### src/rtl/seg_scan_ctrl_if.sv
// Display-scan bundle between the scan sequencer and its upstream/downstream users.
// The slave modport is the sequencer itself; the master side drives the enables.
interface seg_scan_ctrl_if;
    logic       scan_en;
    logic [7:0] digit_en;
    logic [2:0] sel;
    logic [7:0] an;
    logic       digit_tick;
    logic       frame_done;

    modport slave (
        input  scan_en,
        input  digit_en,
        output sel,
        output an,
        output digit_tick,
        output frame_done
    );

    modport master (
        output scan_en,
        output digit_en,
        input  sel,
        input  an,
        input  digit_tick,
        input  frame_done
    );
endinterface

### src/rtl/seg_scan_ctrl.sv
// Eight-digit seven-segment scan sequencer: blank gap, dwell, advance, repeat.
// Define SCAN_MASK_EN to skip digits whose digit_en bit is clear.
module seg_scan_ctrl #(
    parameter int REFRESH_DIV  = 100000,
    parameter int BLANK_CYCLES = 16,
    parameter int CNT_W        = 17
) (
    input  logic           clk,
    input  logic           reset_n,
    seg_scan_ctrl_if.slave bus
);

    localparam logic [0:0]       ST_BLANK   = 1'b0;
    localparam logic [0:0]       ST_SHOW    = 1'b1;
    localparam logic [CNT_W-1:0] BLANK_LAST = CNT_W'(BLANK_CYCLES - 1);
    localparam logic [CNT_W-1:0] SHOW_LAST  = CNT_W'(REFRESH_DIV - 1);

    logic [0:0]       r_state;
    logic [CNT_W-1:0] r_cnt;
    logic [2:0]       r_sel;
    logic [7:0]       r_an;
    logic             r_digitTick;
    logic             r_frameDone;

    logic [2:0]       w_nextSel;
    logic             w_digitOn;
    logic             w_maskEmpty;
    logic [7:0]       w_litAn;

`ifdef SCAN_MASK_EN
    logic [2:0] w_above;
    logic [2:0] w_lowest;
    logic       w_hasAbove;

    // Descending search leaves the lowest matching index in each candidate.
    always_comb begin
        w_above    = '0;
        w_lowest   = r_sel;
        w_hasAbove = 1'b0;
        for (int i = 7; i >= 0; i--) begin
            if (bus.digit_en[i]) begin
                w_lowest = 3'(i);
                if (3'(i) > r_sel) begin
                    w_above    = 3'(i);
                    w_hasAbove = 1'b1;
                end
            end
        end
    end

    assign w_nextSel   = w_hasAbove ? w_above : w_lowest;
    assign w_digitOn   = bus.digit_en[r_sel];
    assign w_maskEmpty = (bus.digit_en == 8'h00);
`else
    assign w_nextSel   = r_sel + 3'd1;
    assign w_digitOn   = 1'b1;
    assign w_maskEmpty = 1'b0;
`endif

    assign w_litAn = w_digitOn ? ~(8'h01 << r_sel) : 8'hFF;

    // sel only moves on the dwell-to-blank edge, so the mux never switches under a lit anode.
    always_ff @(posedge clk or negedge reset_n) begin
        if (!reset_n) begin
            r_state     <= ST_BLANK;
            r_cnt       <= '0;
            r_sel       <= 3'd0;
            r_an        <= 8'hFF;
            r_digitTick <= 1'b0;
            r_frameDone <= 1'b0;
        end else begin
            r_digitTick <= 1'b0;
            r_frameDone <= 1'b0;
            if (!bus.scan_en) begin
                r_an <= 8'hFF;
            end else if (w_maskEmpty) begin
                r_state <= ST_BLANK;
                r_cnt   <= '0;
                r_an    <= 8'hFF;
            end else if (r_state == ST_BLANK) begin
                if (r_cnt == BLANK_LAST) begin
                    r_cnt   <= '0;
                    r_state <= ST_SHOW;
                    r_an    <= w_litAn;
                end else begin
                    r_cnt <= r_cnt + CNT_W'(1);
                    r_an  <= 8'hFF;
                end
            end else begin
                if (r_cnt == SHOW_LAST) begin
                    r_cnt       <= '0;
                    r_state     <= ST_BLANK;
                    r_an        <= 8'hFF;
                    r_sel       <= w_nextSel;
                    r_digitTick <= 1'b1;
                    r_frameDone <= (w_nextSel <= r_sel);
                end else begin
                    r_cnt <= r_cnt + CNT_W'(1);
                    r_an  <= w_litAn;
                end
            end
        end
    end

    assign bus.sel        = r_sel;
    assign bus.an         = r_an;
    assign bus.digit_tick = r_digitTick;
    assign bus.frame_done = r_frameDone;

endmodule

### src/flat_wrapper.sv
// flat-port wrapper written by rule: the top's interface ports become plain ports
module seg_scan_ctrl_flat 
#(
    parameter int REFRESH_DIV  = 100000,
    parameter int BLANK_CYCLES = 16,
    parameter int CNT_W        = 17
)
  (clk, reset_n, bus_scan_en, bus_digit_en, bus_sel, bus_an, bus_digit_tick, bus_frame_done);
  seg_scan_ctrl_if bus_i ();
  input  logic clk;
  input  logic reset_n;
  input wire logic [$bits(bus_i.scan_en)-1:0] bus_scan_en;
  input wire logic [$bits(bus_i.digit_en)-1:0] bus_digit_en;
  output wire logic [$bits(bus_i.sel)-1:0] bus_sel;
  output wire logic [$bits(bus_i.an)-1:0] bus_an;
  output wire logic [$bits(bus_i.digit_tick)-1:0] bus_digit_tick;
  output wire logic [$bits(bus_i.frame_done)-1:0] bus_frame_done;
  assign bus_i.scan_en = bus_scan_en;
  assign bus_i.digit_en = bus_digit_en;
  assign bus_sel = bus_i.sel;
  assign bus_an = bus_i.an;
  assign bus_digit_tick = bus_i.digit_tick;
  assign bus_frame_done = bus_i.frame_done;
  seg_scan_ctrl #(.REFRESH_DIV(REFRESH_DIV), .BLANK_CYCLES(BLANK_CYCLES), .CNT_W(CNT_W)) u_core (.clk(clk), .reset_n(reset_n), .bus(bus_i));
endmodule
### config.mk
export PLATFORM = sky130hd
export DESIGN_NAME = seg_scan_ctrl_flat
export DESIGN_NICKNAME = d
export VERILOG_FILES = /design/src/rtl/seg_scan_ctrl_if.sv /design/src/rtl/seg_scan_ctrl.sv /design/src/flat_wrapper.sv
export SDC_FILE = /design/constraint.sdc
export NUM_CORES = 1
export LEC_CHECK = 0
export CAP_MARGIN = 15
export CORE_UTILIZATION = 30
export CTS_CLUSTER_SIZE = 40
export DETAILED_ROUTE_END_ITERATION = 6
export GPL_ROUTABILITY_DRIVEN = 0
export PLACE_DENSITY = 0.54
export SYNTH_ARGS = -nofsm -noshare
export SYNTH_HDL_FRONTEND = slang
export SYNTH_SLANG_ARGS = --single-unit
### constraint.sdc
create_clock -name clk -period 5.3 [get_ports clk]
set_input_delay 1.06 -clock clk [delete_from_list [all_inputs] [get_ports clk]]
set_output_delay 1.06 -clock clk [all_outputs]
set_load 0.1 [all_outputs]
==> metrics.yaml <==
routing:
  routed_wl_um: 3090
  vias: 1145
  vias_per_cell: 5.11
  firstDrtPassIters: 4
  drc: 0
  route.detailed.wl_per_inst_um: 13.8
  drtIter0Drc: 29
  ant_nets: 0
layout:
  diodes: 0
  drive_gt1_share_pct: 13.4
  final_core_util_pct: 38.1
  syn2layout_area_growth_pct: 20.4
  layout.nets: 175
  fillers: 484
clocking:
  path_clk_slew_ns: 0.06
  clk_path_buf_depth: 2
  numCtsBuffers: 5
  cts-hold-fix-buffers: 0
  insertion_delay_ns: 0.28
  cts_setup_buffers: 0
  clock-sinks: 31
  cts-root-buf: "clkbuf_8"
  cts_tree: "done"
  cts_resized: 0
  cts-htree-levels: 2
synthesis:
  synth_cells: 135
  syn_area_um2: 1520
  synthArstFlopShare_pct: 100
  yosys.area.top_type: "dfrtp_1"
  yosysSeqAreaShare_pct: 51.6
  avgSynthCellArea_um2: 11.3
  synth-seq-cells: 31
  synth_cell_types: 37
  synth.most_common_cell: "dfrtp_1"
  ys_warn_count: 0
  synthesis.nets: 154
  netlist.area_leader.share_pct: 37.8
  synth.top_cells.by_count: "dfrtp_1 (23), nand4_1 (11), nand2_1 (9), nand3_1 (9)"
  synth_top_cells_by_area: "dfrtp_1 (38%), dfstp_2 (14%), ha_1 (6.6%)"
  synth-edff-count: 0
  ys.flop_type: "dfrtp_1"
timing:
  tightestPinTransition_ns: 0.972
  rsz0062_at_grt: "no"
  fmax_ghz: 0.334
  max-slew-margin-rel_pct: 35.0
  tns_ns: 0
  fin_skew_ns: 0.00423
  timing.final.crit_share_pct: 56.4
  setup_violations: 0
  fin_crit_ns: 2.99
  slew_viol_final: 0
  hold_viol_final: 0
power:
  leakage_nw: 0.773
  finalPower_uw: 543
  vdd_drop_max_v: 0.000160
  p_per_area_nw_per_um2: 296
setup_path:
  critical-path-top-delay-family: "buffers and inverters"
  worstPathBufferInverterCount: 1
  cp.arrival_ns: 1.93
  path_cells: "clkdlybuf4s50_1"
  crit_slowest_cell: "clkdlybuf4s50_1"
  slowest_delay_ns: 1.13
  r2r_start: "u_core.r_cnt[0]"
  critical_path_class: "reg -> out"
  worstRegToRegCells: 6
  reg2reg_slack_ns: 3.02
  end_kind: "primary output"
  required_ns: 4.24
  critPathMaxFanout: 1
  start_kind: "flop"
  r2r_end: "u_core.bus.sel[1]"
min_path:
  hold-path-cell-count: 1
  min_from: "u_core.r_cnt[14]"
  holdPathEnd: "u_core.r_cnt[14]"
  hp-class: "reg -> reg"
floorplanning:
  initial_core_util_pct: 31.6
  die_h_um: 73.3
  dieWidth_um: 73.3
  ios: 24
  fp.coreArea_um2: 4820
  die_area_um2: 5370
  rows: 25
global_routing:
  grt_start_max_net_pins: 32
  grt_pass1_wl_um: 5130
  antenna_found_initial: 0
  grt_usage_pct: 13.2
  grt-ovfl-total: 0
  grt_pass1_vias: 1148
placed_design:
  io_buffers: 15
  dpl.hpwl_um: 2210
flow_run:
  drv_cap: 0
outcome:
  outcome: "finished, final reports clean"
## how the worst max path moves through the flow
stage	startpoint	to	slack, ns	cells past startpoint
final	u_core.bus.an[2]	bus_an[2]	2.31	1
after global routing	bus_scan_en	u_core.bus.sel[1]	2.23	5
after CTS	u_core.bus.an[2]	bus_an[2]	2.29	1
after detailed placement	bus_scan_en	u_core.bus.sel[1]	2.06	5
after global placement	bus_scan_en	u_core.bus.sel[1]	2.09	5
after floorplan	bus_scan_en	u_core.r_cnt[15]	2.98	5
## routing by layer
layer	wire, um	part of all wire, %	GRT usage (%)	vias up
met5	0	0	0	-
met4	99	3.2	9.15	0
met3	119	3.9	3.43	9
met2	1590	52	24.0	27
met1	1280	41	13.1	570
li1	-	-	-	539
## flip-flops by register name, indices dropped and copies added (netlist names)
register	cells
u_core.r_cnt	17
u_core.bus.an	8
u_core.bus.sel	3
u_core.bus.digit_tick	1
u_core.bus.frame_done	1
u_core.r_state	1
## stage by stage
step	cells	worst slack [ns]	hold slack (ns)	cell area (um2)
6_report	224	2.31	0.514	1830
2_1_floorplan	135	2.98	0.481	1520
3_3_place_gp	216	2.09	0.505	1750
5_1_grt	224	2.23	0.525	1830
3_5_place_dp	216	2.06	0.506	1750
4_1_cts	224	2.29	0.518	1830
## final cells by class
class                   count  area (um2)  share of cell area, %
multi-input cells          94         692                   37.7
well taps                  67        83.8                   4.57
clock inverters             1        5.00                  0.273
flip-flops and latches     31         786                   42.8
clock buffers               7        76.3                   4.16
repair buffers             17         165                   9.00
inverters                   7        26.3                   1.43
## layout by cell type (no fill, tap or decap)
master,n
dfrtp_1,23
mux2i_1,1
clkbuf_1,2
a32o_1,1
nand4_1,11
buf_4,2
and2_1,2
o2111ai_1,1
o21bai_2,1
dfstp_2,8
clkinv_2,1
clkbuf_8,5
and3_1,3
or3_1,2
clkdlybuf4s50_1,15
o31ai_1,2
ha_1,8
a31o_1,1
nand3_1,9
nor3_1,6
nand4_4,1
o311ai_0,1
nor4_1,2
nand2_1,9
or4_1,2
and4_1,1
xnor2_1,6
a211o_1,1
xor2_1,7
a22o_1,1
nor4_2,2
o21ai_0,1
a31oi_1,1
inv_1,7
and4_4,1
mux2_1,1
nor2_1,5
o31a_1,1
a211oi_1,2
a21boi_1,1
## worst register-to-register path, stage by stage (launching register included)
cell and delay, ns:
dfrtp_1 0.40, ha_1 0.25, and4_1 0.31, nand2_1 0.14
nor4_2 0.45, buf_4 0.28, mux2_1 0.33
## report_power, final
| group | leakage (nW) | total (mW) | switching (mW) | internal (mW) |
|---|---|---|---|---|
| sequential | 0.379 | 0.287 | 0.0287 | 0.259 |
| combinational | 0.352 | 0.0780 | 0.0453 | 0.0327 |
| clock | 0.0422 | 0.177 | 0.0854 | 0.0919 |
## cells by family (layout without fill, tap and decap cells)
family                   count (synthesis)  count (layout)  share of synthesized area [%]
XOR/XNOR                                13              13                           7.47
AO/OA/AOI/OAI                           15              15                           8.05
AND/OR/NAND/NOR                         56              56                           21.9
adder cells (fa/ha/maj)                  8               8                           6.57
buffers and inverters                   10              32                           3.04
multiplexers                             2               2                           1.40
flip-flops                              31              31                           51.6
(Power assumes the default switching activity.)
